File: src/rtl/uart_rx_fifo.sv
// uart_rx_fifo
//   UART receiver with an input synchroniser and 3-sample majority voting.
//   A glitch on the start bit is rejected. Each received word carries a
//   parity-error flag and a framing-error flag. Words are buffered in a
//   small show-ahead FIFO, which the host drains with a valid/ack handshake.
//
// Ports
//   clk           system clock
//   rst           asynchronous, active-high reset
//   rx_i          serial input, asynchronous to clk, idle high
//   data_o        data word at the FIFO head
//   parity_err_o  head word had a parity mismatch
//   frame_err_o   head word had a stop bit sampled low
//   data_valid_o  FIFO holds at least one word
//   read_ack_i    pops the head word while data_valid_o is high
//   overrun_o     sticky: a completed frame was dropped on a full FIFO
//   clr_overrun_i clears overrun_o
//   fifo_count_o  number of stored words
module uart_rx_fifo #(
    parameter int CLKS_PER_BIT = 234,
    parameter int DATA_BITS    = 8,
    parameter int PARITY       = 0,
    parameter int STOP_BITS    = 1,
    parameter int FIFO_DEPTH   = 4
) (
    input  logic                          clk,
    input  logic                          rst,
    input  logic                          rx_i,
    output logic [DATA_BITS-1:0]          data_o,
    output logic                          parity_err_o,
    output logic                          frame_err_o,
    output logic                          data_valid_o,
    input  logic                          read_ack_i,
    output logic                          overrun_o,
    input  logic                          clr_overrun_i,
    output logic [$clog2(FIFO_DEPTH):0]   fifo_count_o
);

    localparam int CNTW = $clog2(CLKS_PER_BIT);
    localparam int HALF = CLKS_PER_BIT / 2;
    localparam int BIW  = $clog2(DATA_BITS);
    localparam int AW   = $clog2(FIFO_DEPTH);
    localparam int CW   = AW + 1;
    localparam int EW   = DATA_BITS + 2;

    localparam logic [CNTW-1:0] SAMP_A   = CNTW'(HALF - 1);
    localparam logic [CNTW-1:0] SAMP_B   = CNTW'(HALF);
    localparam logic [CNTW-1:0] SAMP_C   = CNTW'(HALF + 1);
    localparam logic [CNTW-1:0] CNT_LAST = CNTW'(CLKS_PER_BIT - 1);
    localparam logic [BIW-1:0]  BIT_LAST = BIW'(DATA_BITS - 1);
    localparam logic            STOP_LAST = 1'(STOP_BITS - 1);
    localparam logic            PAR_ODD  = (PARITY == 1);
    localparam logic [CW-1:0]   FULL_CNT = CW'(FIFO_DEPTH);

    typedef enum logic [2:0] {
        ST_IDLE,
        ST_START,
        ST_DATA,
        ST_PARITY,
        ST_STOP
    } state_t;

    state_t                 state_q, state_d;
    logic                   sync1_q, sync2_q;
    logic                   rx_s;
    logic [CNTW-1:0]        cnt_q, cnt_d;
    logic [1:0]             samp_q, samp_d;
    logic [BIW-1:0]         bit_q, bit_d;
    logic                   stop_q, stop_d;
    logic [DATA_BITS-1:0]   shift_q, shift_d;
    logic                   par_bad_q, par_bad_d;
    logic                   frame_bad_q, frame_bad_d;
    logic                   armed_q, armed_d;
    logic                   maj, decide, bit_end, frame_bad_now;
    logic                   push;
    logic [EW-1:0]          push_entry;

    logic [EW-1:0]          mem_q [FIFO_DEPTH];
    logic [AW-1:0]          wr_q, rd_q, head_idx;
    logic [CW-1:0]          count_q, count_d;
    logic                   overrun_q, overrun_d;
    logic                   full, empty, pop, wr_en, drop;

    // Two-flop synchroniser; flops reset to the idle level so a reset
    // never looks like a start bit.
    always_ff @(posedge clk or posedge rst) begin
        if (rst) begin
            sync1_q <= 1'b1;
            sync2_q <= 1'b1;
        end else begin
            sync1_q <= rx_i;
            sync2_q <= sync1_q;
        end
    end

    assign rx_s = sync2_q;

    // Majority of the samples at H-1 and H plus the live sample at H+1.
    assign maj           = (samp_q[0] & samp_q[1]) | (samp_q[0] & rx_s) | (samp_q[1] & rx_s);
    assign decide        = (cnt_q == SAMP_C);
    assign bit_end       = (cnt_q == CNT_LAST);
    assign frame_bad_now = frame_bad_q | ~maj;
    assign push_entry    = {shift_q, par_bad_q, frame_bad_now};

    always_ff @(posedge clk or posedge rst) begin
        if (rst) begin
            state_q     <= ST_IDLE;
            cnt_q       <= '0;
            samp_q      <= 2'b11;
            bit_q       <= '0;
            stop_q      <= 1'b0;
            shift_q     <= '0;
            par_bad_q   <= 1'b0;
            frame_bad_q <= 1'b0;
            armed_q     <= 1'b0;
        end else begin
            state_q     <= state_d;
            cnt_q       <= cnt_d;
            samp_q      <= samp_d;
            bit_q       <= bit_d;
            stop_q      <= stop_d;
            shift_q     <= shift_d;
            par_bad_q   <= par_bad_d;
            frame_bad_q <= frame_bad_d;
            armed_q     <= armed_d;
        end
    end

    // Receiver FSM. The frame completes at the mid-point decision of the
    // final stop bit, so the next start edge can be caught even if the
    // sender's clock runs slightly fast.
    always_comb begin
        state_d     = state_q;
        cnt_d       = bit_end ? '0 : cnt_q + CNTW'(1);
        samp_d      = samp_q;
        bit_d       = bit_q;
        stop_d      = stop_q;
        shift_d     = shift_q;
        par_bad_d   = par_bad_q;
        frame_bad_d = frame_bad_q;
        armed_d     = armed_q;
        push        = 1'b0;

        if (cnt_q == SAMP_A) samp_d[0] = rx_s;
        if (cnt_q == SAMP_B) samp_d[1] = rx_s;

        case (state_q)
            ST_IDLE: begin
                cnt_d = '0;
                // armed blocks a held-low line (break) from retriggering.
                if (rx_s) begin
                    armed_d = 1'b1;
                end else if (armed_q) begin
                    state_d     = ST_START;
                    shift_d     = '0;
                    par_bad_d   = 1'b0;
                    frame_bad_d = 1'b0;
                end
            end
            ST_START: begin
                if (decide && maj) begin
                    state_d = ST_IDLE;
                    cnt_d   = '0;
                end else if (bit_end) begin
                    state_d = ST_DATA;
                    bit_d   = '0;
                end
            end
            ST_DATA: begin
                if (decide) shift_d[bit_q] = maj;
                if (bit_end) begin
                    if (bit_q == BIT_LAST) begin
                        stop_d  = 1'b0;
                        state_d = (PARITY != 0) ? ST_PARITY : ST_STOP;
                    end else begin
                        bit_d = bit_q + BIW'(1);
                    end
                end
            end
            ST_PARITY: begin
                if (decide) par_bad_d = maj ^ (^shift_q) ^ PAR_ODD;
                if (bit_end) begin
                    stop_d  = 1'b0;
                    state_d = ST_STOP;
                end
            end
            ST_STOP: begin
                if (decide) begin
                    frame_bad_d = frame_bad_now;
                    if (stop_q == STOP_LAST) begin
                        push    = 1'b1;
                        state_d = ST_IDLE;
                        cnt_d   = '0;
                        if (frame_bad_now) armed_d = 1'b0;
                    end
                end else if (bit_end) begin
                    stop_d = 1'b1;
                end
            end
            default: begin
                state_d = ST_IDLE;
                cnt_d   = '0;
            end
        endcase
    end

    // A push into a full FIFO is accepted only when a pop frees the slot in
    // the same cycle; otherwise the word is dropped and overrun latches.
    assign full  = (count_q == FULL_CNT);
    assign empty = (count_q == '0);
    assign pop   = read_ack_i & ~empty;
    assign wr_en = push & (~full | pop);
    assign drop  = push & full & ~pop;

    always_comb begin
        count_d   = count_q + CW'(wr_en) - CW'(pop);
        overrun_d = overrun_q;
        if (drop) begin
            overrun_d = 1'b1;
        end else if (clr_overrun_i) begin
            overrun_d = 1'b0;
        end
    end

    always_ff @(posedge clk or posedge rst) begin
        if (rst) begin
            for (int i = 0; i < FIFO_DEPTH; i++) mem_q[i] <= '0;
            wr_q      <= '0;
            rd_q      <= '0;
            count_q   <= '0;
            overrun_q <= 1'b0;
        end else begin
            if (wr_en) begin
                mem_q[wr_q] <= push_entry;
                wr_q        <= wr_q + AW'(1);
            end
            if (pop) rd_q <= rd_q + AW'(1);
            count_q   <= count_d;
            overrun_q <= overrun_d;
        end
    end

    // When empty, show the slot just popped so the outputs hold the last
    // word; after reset that slot is zero.
    assign head_idx = empty ? rd_q - AW'(1) : rd_q;

    assign {data_o, parity_err_o, frame_err_o} = mem_q[head_idx];
    assign data_valid_o = ~empty;
    assign overrun_o    = overrun_q;
    assign fifo_count_o = count_q;

endmodule

File: config.mk
export PLATFORM = sky130hd
export DESIGN_NAME = uart_rx_fifo
export DESIGN_NICKNAME = d
export VERILOG_FILES = /design/src/rtl/uart_rx_fifo.sv
export SDC_FILE = /design/constraint.sdc
export NUM_CORES = 1
export LEC_CHECK = 0
export BUFFER_PORTS_ARGS = -buffer_cell sky130_fd_sc_hd__buf_4
export CAP_MARGIN = 15
export CELL_PAD_IN_SITES_DETAIL_PLACEMENT = 1
export CELL_PAD_IN_SITES_GLOBAL_PLACEMENT = 1
export CORE_MARGIN = 5
export CORE_UTILIZATION = 40
export CTS_CLUSTER_SIZE = 8
export DETAILED_ROUTE_END_ITERATION = 6
export PLACE_DENSITY = 0.68
export SLEW_MARGIN = 25
export SYNTH_ARGS = -nofsm -noshare
export SYNTH_HDL_FRONTEND = slang
export SYNTH_SLANG_ARGS = --single-unit
File: constraint.sdc
create_clock -name clk -period 2.5 [get_ports clk]
set_clock_uncertainty 0.15 [all_clocks]
set_input_delay 0.375 -clock clk [delete_from_list [all_inputs] [get_ports clk]]
set_output_delay 0.375 -clock clk [all_outputs]
set_load 0.01 [all_outputs]
==> Word-level counts from Yosys, hierarchy flattened <==
Index checks and enable logic that the tools add are counted.
{ "totals": {"regBits": 78, "in_bits": 5, "wordCells": 153} }
{ "op_classes": {"n_addsub": 7, "n_lt_le_gt_ge": 5, "n_eq_ne": 27, "n_mux": 56, "bitwise_logic": 18, "n_reduce_logical": 20} }
{ "op_table": {"columns": ["operator", "n"], "rows": [
  ["$mux W8", 7],
  ["$bwmux W40", 1],
  ["$mux W3", 13],
  ["$ne A2 B2 Y1 const B", 16],
  ["$mux W10", 3],
  ["$eq A8 B7 Y1 const B", 3],
  ["$pmux W8 S3", 1],
  ["$bmux W10 S2", 1],
  ["$demux W10 S2", 1],
  ["$mux W1", 19],
  ["$pmux W8 S2", 1],
  ["$pmux W3 S5", 1],
  ["$reduce_and A4 Y1", 3],
  ["$reduce_and A5 Y1", 2],
  ["$reduce_bool A2 Y1", 5],
  ["$eq A3 B3 Y1 const B", 3],
  ["$add A8 B1 Y8 const B", 1],
  ["$bwmux W8", 1],
  ["$eq A8 B8 Y1 const B", 1],
  ["$reduce_and A8 Y1", 1],
  ["$reduce_xor A8 Y1", 1],
  ["$and A1 B1 Y1", 7],
  ["$eq A3 B2 Y1 const B", 2],
  ["$ge A3 B3 Y1 const B", 2],
  ["other kinds (24)", 37]
]} }

==> Longest topological paths before layout <==
Gate-level depths: netlist of the first run.
{ "logic_depth": {"depth_word": 9, "depth_mapped": 12} }

==> Worst setup path after synthesis of the first run <==
OpenSTA, ideal clock, no wires.
{ "synth_timing": {"kind": "reg-to-output", "startpoint": "register count_q[1], in the netlist fifo_count_o[1]", "endpoint": "output data_o[0]", "t_arrival_ps": 2084, "t_required_ps": 1975, "setup_slack_ps": -109, "path_stages_with_launch": 5, "cell_sequence": "dfrtp_1 > or3_1 > buf_6 > xor2_2 > mux4_1"} }
{ "synth_between": {"elab_chain_len": 6} }
{ "synth_rtl": {"columns": ["item", "line_no", "rtl"], "rows": [
  ["start: declaration", "80", "logic [CW-1:0] count_q, count_d;"],
  ["start signal: assignment", "238", "count_q <= count_d;"],
  ["$logic_not A3 Y1", "210", "assign empty = (count_q == '0);"],
  ["$mux W2", "245", "assign head_idx = empty ? rd_q - AW'(1) : rd_q;"],
  ["$not A2 Y3 (implied by the code)", "247", "assign {data_o, parity_err_o, frame_err_o} = mem_q[head_idx];"],
  ["$bmux W10 S2", "247", null],
  ["$mux W10 (implied by the code) (2 in a row)", "247", null],
  ["end: declaration", "29", "output logic [DATA_BITS-1:0] data_o,"]
]} }
Every way passes these cells. The select of a mux whose other input is x is not followed.

==> Worst setup path in the final report of the first run <==
{ "layout_timing": {"startpoint": "register count_q[2], in the netlist fifo_count_o[2]", "endpoint": "output data_o[1]"} }
The elaborated chain is that of the path after synthesis.

==> metrics.txt, run 1 <==
outcome finished, violations left; failing checks negative setup slack; top-area cell type share of the netlist area 46.5%; complex-gate fraction of the synthesized area 9.05%; Worst Hold Path EP overrun_o; largest net degree at the start of global routing 79; CTS root buf clkbuf_8; count of flip-flops with a built-in enable after synthesis 0; drt wl/cell 17.6 um; drt first pass iters 4; Synth cell types 58; IO Count 20; slowest stage delay, CP 0.55 ns; Vias/cell 5.29; reg2reg setup slack -0.19 ns; critical path capture point type output port; type of the most critical hold path in -> reg; number of CTS-inserted buffers 9; synth top area cells dfrtp_1 (47%), mux2_2 (11%), mux4_1 (5.3%), ha_1 (3.8%), xnor2_1 (3.1%); Crit-path slowest cell mux4_1; CP Class reg -> out; crit-path max FO 10; DRT antenna net count 0; Max Cap Violations 0; Synth Area in XOR/XNOR 5.41%; unrepaired setup endpoints after global routing yes; DIE AREA 12000 um2; Setup-failing EPs final 12; FF/Latch Area 1960 um2; initial core utilization 40.9%; post-synthesis async set-or-reset flop share 100%; Max Fclk 359 MHz; CTS HTree Levels 3; number of port buffers 19; GRT Util Overall 15.9%; Clock Pin Slew Worst Setup and Hold Paths 0.08 ns; via count 2644; Top Family by Delay on Critical Path multiplexers; Crit Reg-Reg Startpoint fifo_count_o[2]; Pleak 0.00224 uW; DP Area 4460 um2; Synth Area in Simple Gates 10.7%; num rows 36; total power divided by cell area 718 nW/um2; RR Endpoint fifo_count_o[2]; portion of netlist area occupied by mux cells 18.0%; Top FF cell, synth dfrtp_1; Die H 110 um; max-slew violation count 0; Post-Layout Cell Count 500; min Tclk post-route 2.79 ns; Fill cells 1031; layout net count 380; CP Data Required Time 1.98 ns; mean area per synthesized cell 12.7 um2; Worst Hold Path Cells 2; Clock Tree Buf Depth 2; Buf/Inv on CP 2; WHS 0.0537 ns; Min-Delay Startpoint clr_overrun_i; routability cong. 0.735; initial detailed-routing violation count 151; TritonCTS clock tree built; Ant. Diodes 0; layout cell share with drive strength beyond 1 34.9%; vias in the first global route 2871; Yosys warning total 0; cell area after synthesis 3980 um2; total grt overflow 0; adder-cell share of the synthesized area 4.53%; WP data arrival 2.26 ns; final worst-path cycle share 111%; Peak supply drop 0.372 mV; Layout area overhead 19.3%; Inst Count DP 477; # clock sinks 78; count of final hold-check violations 0; Non-Filler Cell Area, Final 4750 um2; core area 9730 um2; Syn Nets 331; total detailed-routing wirelength 8.80 mm; DP HPWL 6.03 mm; CP startpoint kind flop; clock latency on the worst-skew pair 0.36 ns; cell taking the most area after synthesis dfrtp_1; drt drc 0; Cells after Synth 313; CP Cell Sequence or3_4 > xor2_4 > buf_12 > mux4_1 > buf_4; setup ws final -0.287 ns; initial antenna violation count 0; Worst slew margin 55.2%; die width 110 um; Slew @ Worst Pin 0.669 ns; footprint of the multi-input gates 1960 um2; R2R depth 11; setup TNS -2.92 ns; first-pass GRT wire length 14.6 mm; FF+latch count, synth 78; largest family of logic cells by synthesized area multiplexers; Seq/Total Area, Yosys 49.2%
[kinds of logic after synthesis]
logic type                 count (synthesis)
DFF                                       78
and+or+nand+nor                           68
AOI/OAI and AO/OA                         52
muxes                                     51
buffers and inverters                     30
xor gates and xnor gates                  20
adders and majority gates                 14
[flip-flops by register name, summed over array words and instances (netlist names), 2 cells and up]
name	count
state_q	3
fifo_count_o	3
bit_q	3
wr_q	2
shift_q	8
mem_q	40
rd_q	2
samp_q	2
cnt_q	8
[worst max path at each step]
stage	start	to	slack (ns)	depth (start not counted)
after floorplan	fifo_count_o[1]	fifo_count_o[2]	-0.08	10
after global placement	fifo_count_o[1]	fifo_count_o[2]	-0.06	9
after detailed placement	fifo_count_o[1]	fifo_count_o[2]	-0.15	9
after CTS	fifo_count_o[2]	data_o[4]	-0.30	5
after global routing	fifo_count_o[2]	frame_err_o	-0.35	5
final	fifo_count_o[2]	data_o[1]	-0.29	5
[per-layer routing]
metal | vias up | track usage, % | part of all wire, %
met4 | 0 | 5.34 | 1.7
met3 | 10 | 3.70 | 2.2
met2 | 21 | 26.8 | 51
li1 | 1248 | - | -
met5 | - | 0 | 0
met1 | 1365 | 20.1 | 45
[power breakdown]
| part | internal (uW) | total [uW] | switching (uW) |
|---|---|---|---|
| clock network | 371 | 885 | 514 |
| logic | 579 | 1080 | 496 |
| registers | 1360 | 1450 | 94.6 |
[Yosys cell counts (5+ instances only)]
cell type,number
o41ai_1,6
nor3b_1,5
xnor2_1,14
nand2b_1,5
nor2_1,10
a31oi_1,6
o21ai_0,18
nand3_1,6
inv_1,16
clkbuf_1,9
mux4_1,8
nand2_1,9
nor3_1,5
ha_1,12
dfrtp_1,74
mux2_2,40
[final cells by class]
cell class	count	area share, %
clock buffer	9	2.61
clock inverter	7	1.16
sequential	78	41.2
multi-input combinational	206	41.2
tap	133	3.50
timing repair buffer	50	8.93
inverter	17	1.42
[through the flow]
step / setup slack (ns) / util, % / total power, uW
after CTS: -0.296 / 48.3 / 3420
after detailed placement: -0.149 / 45.8 / 2460
final: -0.287 / 48.8 / 3410
after floorplan: -0.0773 / - / 2060
after global routing: -0.351 / 48.8 / 3600
after global placement: -0.0578 / 45.8 / 2420
[placed cells by master, fill, tap and decap left out, types with 2 or more instances in the layout]
cell type	n
nor3_1	5
xor2_1	3
nand3_1	6
nand2b_1	5
clkbuf_8	9
nor3b_1	5
o21ai_0	18
nand3b_1	3
buf_4	41
nand4_1	3
nor4_1	2
nand2_4	2
inv_1	15
a22o_1	2
nor2b_1	3
inv_6	3
a21o_1	3
mux2_2	40
buf_6	5
nand2_1	9
mux4_2	4
ha_1	12
o41ai_1	6
a31oi_1	6
buf_12	2
nor2_1	10
o31ai_1	4
xnor2_1	13
and2_1	2
dfstp_2	4
mux4_1	6
and3_1	3
dlygate4sd3_1	2
dfrtp_1	74
nand2_8	3
a211oi_1	2
clkinvlp_4	3
o31a_1	3
[what timing repair did]
action                                  in CTS  in global routing
resized for setup                            6                 10
pin swaps                                    4                  7
gates cloned                                 0                  1
hold endpoints to repair                    75                  0
hold buffers                                 2                  0
endpoints found under the setup margin      12                 52
setup buffers                                3                  1
Note: power is estimated with default switching activity, not from simulation.
==> run 2: changes to the inputs <==
Settings changed: CORE_UTILIZATION 40 to 45, PLACE_DENSITY 0.68 to 0.75.
==> metrics.txt, run 2 (synthesis gave the netlist of run 1 again) <==
outcome finished, violations left; failing checks negative setup slack; critical path capture point type output port; WHS 0.0700 ns (+0.0163 ns); DIE AREA 10800 um2 (-10%); Clock Pin Slew Worst Setup and Hold Paths 0.09 ns (about the same); WP data arrival 2.27 ns (about the same); DP HPWL 6.38 mm (+5.8%); CP startpoint kind flop; # clock sinks 78 (unchanged); Setup-failing EPs final 11 (-1); drt wl/cell 19.7 um (+12%); core area 8680 um2 (-11%); met2 Usage GRT 31.1% (+4.3 points); CTS root buf clkbuf_8; GRT Util Overall 18.0% (+2.1 points); initial antenna violation count 0 (unchanged); CP Data Required Time 1.98 ns (about the same); clock power share 34.8% (+8.9 points); largest net degree at the start of global routing 31 (-61%); routability cong. 0.808 (+9.9%); GRT met3 Usage 2.98% (-0.72 points); num rows 34 (-5.6%); Layout area overhead 21.4%; CP Class reg -> out; Slew @ Worst Pin 0.721 ns (+0.0524 ns); total detailed-routing wirelength 9.38 mm (+6.7%); setup ws final -0.298 ns (-0.0110 ns); GR peak layer met2; Ant. Diodes 0 (unchanged); drt first pass iters 4 (unchanged); grt met1 use 23.4% (+3.3 points); DP Area 4450 um2 (about the same); Peak supply drop 0.449 mV (+21%); vias in the first global route 2955 (+2.9%); Biggest register mem_q; DP Worst Slack -0.0667 ns (+0.0822 ns); number of CTS-inserted buffers 9 (unchanged); Die H 104 um (-5.2%); count of final hold-check violations 0 (unchanged); type of the most critical hold path in -> reg; Int Power 2830 uW (+23%); drt drc 0 (unchanged); total power divided by cell area 816 nW/um2 (+14%); Max Fclk 357 MHz (-0.39%); max reg flops 40 (unchanged); commonest non-fill, non-tap cell in the layout dfrtp_1; crit-path max FO 4 (-6); max-slew violation count 0 (unchanged); Worst slew margin 51.7% (-3.5 points); Sw Ratio 28.3% (-4.1 points); CTS HTree Levels 3 (unchanged); initial detailed-routing violation count 131 (-13%); layout net count 382 (+0.53%); initial core utilization 45.9% (+5.0 points); IO Count 20 (unchanged); Net Sw Power 1120 uW (+1.1%); Vias/cell 5.69 (+7.6%); Top Registers mem_q: 40 flops, cnt_q: 8 flops, shift_q: 8 flops; Non-Filler Cell Area, Final 4830 um2 (+1.7%); die width 104 um (-5.2%); final core utilization 55.7% (+6.9 points); clock latency on the worst-skew pair 0.35 ns (about the same); via count 2713 (+2.6%); most frequent cells in the layout dfrtp_1 (74), mux2_2 (40), buf_4 (36); Pleak 0.00228 uW (+1.8%); DRT antenna net count 0 (unchanged); layout cell share with drive strength beyond 1 38.5% (+3.6 points); final worst-path cycle share 112% (+0.44 points); min Tclk post-route 2.80 ns (+0.0110 ns); Clock Tree Buf Depth 2 (unchanged); Combinational Power Share 28.4% (-3.1 points); total grt overflow 0 (unchanged); Max Cap Violations 0 (unchanged); number of port buffers 19 (unchanged); sequential share of power 36.8% (-5.8 points); TritonCTS clock tree built; first-pass GRT wire length 15.7 mm (+7.3%); unrepaired setup endpoints after global routing yes
## run 2: power groups by stage
stage,registers (uW),clock network [uW],logic [uW]
floorplan,1480,0,584
global placement,1470,0,994
detailed placement,1480,0,1030
CTS,1450,1380,1120
global route,1470,1450,1210
finish,1450,1370,1120
## run 2: metrics by stage
stage	cells	TNS (ns)	power (uW)
after global placement	456	0	2460
after floorplan	313	-0.0773	2060
after global routing	477	-3.35	4130
after CTS	474	-2.65	3950
final	477	-2.50	3940
after detailed placement	456	-0.154	2510
## run 2: per-layer routing
metal  vias to the layer above  wire (um)
li1                       1246          -
met1                      1426       4140
met2                        31       4880
met3                        10        216
met4                         0        142
met5                         -          0
## run 2: repair_timing
action / CTS / global route
hold buffers: 2 / 0
setup buffers: 0 / 4
resized for setup: 23 / 7
setup endpoints to repair: 11 / 49
hold endpoints to repair: 24 / 0
pin swaps: 1 / 8
cloned: 0 / 1
## run 2: cell type report
class                           count  area (um2)
Fill cell                         868        3850
Sequential cell                    78        1960
Multi-Input combinational cell    206        1920
Timing Repair Buffer               52         465
Clock inverter                      7         168
Tap cell                          108         135
Clock buffer                        9         124
Inverter                           17        67.6
## run 2: path summary, 6_finish.rpt
| path | from | to | slack (ns) | depth (start not counted) |
|---|---|---|---|---|
| min in group asynchronous | rst | rd_q[0] | 0.54 | 3 |
| hold reg to reg | sync1_q | rx_s | 0.21 | 0 |
| hold / removal | clr_overrun_i | overrun_o | 0.07 | 2 |
| max in group asynchronous | rst | samp_q[0] | 1.01 | 4 |
| setup / recovery | fifo_count_o[1] | data_o[6] | -0.30 | 6 |
| setup reg to reg | fifo_count_o[0] | fifo_count_o[2] | -0.09 | 10 |
## run 2: worst max-delay path, stage by stage, from the launching register on
cell and delay (ns):
dfrtp_1 0.39, or3_4 0.44, buf_6 0.15, nor2_8 0.10, xnor2_4 0.15, mux4_2 0.55, buf_6 0.14
==> run 3: changes to the inputs <==
Settings changed: CORE_MARGIN 5 to 10, CORE_UTILIZATION 45 to 50, PLACE_DENSITY 0.75 to 0.79.
Clock period 2.5 ns to 2.6 ns, I/O delays scaled along.
==> metrics.txt, run 3 (synthesis gave the netlist of run 1 again) <==
outcome finished, violations left; failing checks negative setup slack; num rows 32 (-5.9%); Top Registers mem_q: 40 flops, cnt_q: 8 flops, shift_q: 8 flops; CP Class reg -> out; Clock Pin Slew Worst Setup and Hold Paths 0.09 ns (about the same); crit-path max FO 5 (+1); GRT Util Overall 16.1% (-1.9 points); met1 wire length 4.07 mm (-1.8%); slowest stage delay, CP 0.54 ns (about the same); CP Data Required Time 2.06 ns (+0.08 ns); total detailed-routing wirelength 9.68 mm (+3.2%); Clock Tree Buf Depth 2 (unchanged); routability cong. 0.723 (-10%); Fill cells 770 (-11%); initial detailed-routing violation count 111 (-15%); CTS HTree Levels 3 (unchanged); met2 WL 5.17 mm (+5.9%); vias in the first global route 2890 (-2.2%); setup ws final -0.245 ns (+0.0532 ns); Inst Count DP 433 (-5.0%); Crit-path slowest cell mux4_2; initial core utilization 51.5% (+5.6 points); die width 109 um (+5.0%); Max Cap Violations 0 (unchanged); Biggest register mem_q; total grt overflow 0 (unchanged); number of CTS-inserted buffers 9 (unchanged); core area 7730 um2 (-11%); first-pass GRT wire length 15.0 mm (-4.3%); most frequent cells in the layout dfrtp_1 (74), mux2_2 (40), buf_4 (28); FF/Latch Area 1960 um2 (unchanged); Die H 109 um (+5.0%); CP startpoint kind flop; Vias/cell 5.79 (+1.9%); drt first pass iters 4 (unchanged); min Tclk post-route 2.85 ns; clock latency on the worst-skew pair 0.35 ns (about the same); # clock sinks 78 (unchanged); Ant. Diodes 0 (unchanged); DP HPWL 6.36 mm (-0.32%); TritonCTS clock tree built; total power divided by cell area 726 nW/um2 (-11%); footprint of the multi-input gates 1920 um2 (+0.13%); Max Used Layer met4; via count 2688 (-0.92%); CP Cell Sequence or3_4 > xor2_4 > clkbuf_16 > mux4_2 > buf_6; Setup-failing EPs final 12 (+1); Layout area overhead 17.6%; Top Family by Delay on Critical Path multiplexers; setup TNS -1.97 ns (+0.534 ns); initial antenna violation count 0 (unchanged); number of port buffers 19 (unchanged); max reg flops 40 (unchanged); count of final hold-check violations 0 (unchanged); Max Fclk 351 MHz; WHS 0.0939 ns (+0.0239 ns); Peak supply drop 0.401 mV (-11%); DR WL met3 282 um (+31%); layout net count 375 (-1.8%); type of the most critical hold path in -> reg; max-slew violation count 0 (unchanged); final worst-path cycle share 109%; Worst slew margin 55.5% (+3.8 points); Slew @ Worst Pin 0.665 ns (-0.0562 ns); DRT antenna net count 0 (unchanged); critical path capture point type output port; CTS root buf clkbuf_8; Buf/Inv on CP 2 (unchanged); drt wl/cell 20.9 um (+6.1%); commonest non-fill, non-tap cell in the layout dfrtp_1; IO Count 20 (unchanged); Pleak 0.00223 uW (-2.2%); largest net degree at the start of global routing 54 (+74%); layout cell share with drive strength beyond 1 37.0% (-1.5 points); DIE AREA 11900 um2 (+10%); Post-Layout Cell Count 464 (-2.7%); unrepaired setup endpoints after global routing yes; WP data arrival 2.31 ns (+0.04 ns); drt drc 0 (unchanged)
run 3: path summary, 6_finish.rpt:
check	from	to	slack, ns	depth (start not counted)
max	fifo_count_o[2]	data_o[4]	-0.25	5
min	clr_overrun_i	overrun_o	0.09	2
max reg2reg	fifo_count_o[2]	fifo_count_o[2]	-0.11	11
min reg2reg	sync1_q	rx_s	0.21	0
max in group asynchronous	rst	shift_q[6]	1.10	4
min in group asynchronous	rst	fifo_count_o[1]	0.51	3
run 3: worst register-to-register path, delay by kind of cell (launching register included):
kind,cells,cell delay [ns]
fa+ha+maj,3,0.81
buf+inv,4,0.38
flops,1,0.39
xor+xnor,2,0.26
simple gates,2,0.60
run 3: layout make-up:
type	instances	share of cell area, %
Clock inverter	6	0.801
Tap cell	102	2.73
Multi-Input combinational cell	205	41.0
Inverter	17	1.36
Clock buffer	10	2.94
Sequential cell	78	41.8
Timing Repair Buffer	46	9.43
run 3: stage by stage:
step	worst slack, ns	utilization, %	area, um2	power (uW)
2_1_floorplan	0.0227	-	3990	1980
3_5_place_dp	-0.0405	55.8	4320	2300
3_3_place_gp	-0.00198	55.8	4320	2260
6_report	-0.245	60.6	4680	3400
4_1_cts	-0.222	58.7	4540	3180
5_1_grt	-0.295	60.6	4680	3580
run 3: where the power goes:
group	internal [uW]	switching (uW)
logic	630	524
registers	1310	111
clock network	370	457
total	2310	1090
run 3: what timing repair did:
action | 4_1_cts | 5_1_grt
hold endpoints to repair | 22 | 0
setup buffers | 2 | 10
gates resized for setup | 13 | 17
pin swaps | 3 | 6
hold buffers | 2 | 0
endpoints found under the setup margin | 11 | 11
gates cloned | 0 | 1
run 3: layer usage:
layer | up-vias | GRT usage (%)
met3 | 11 | 3.13
li1 | 1233 | -
met2 | 36 | 28.8
met4 | 0 | 5.02
met5 | - | 0
met1 | 1408 | 19.0
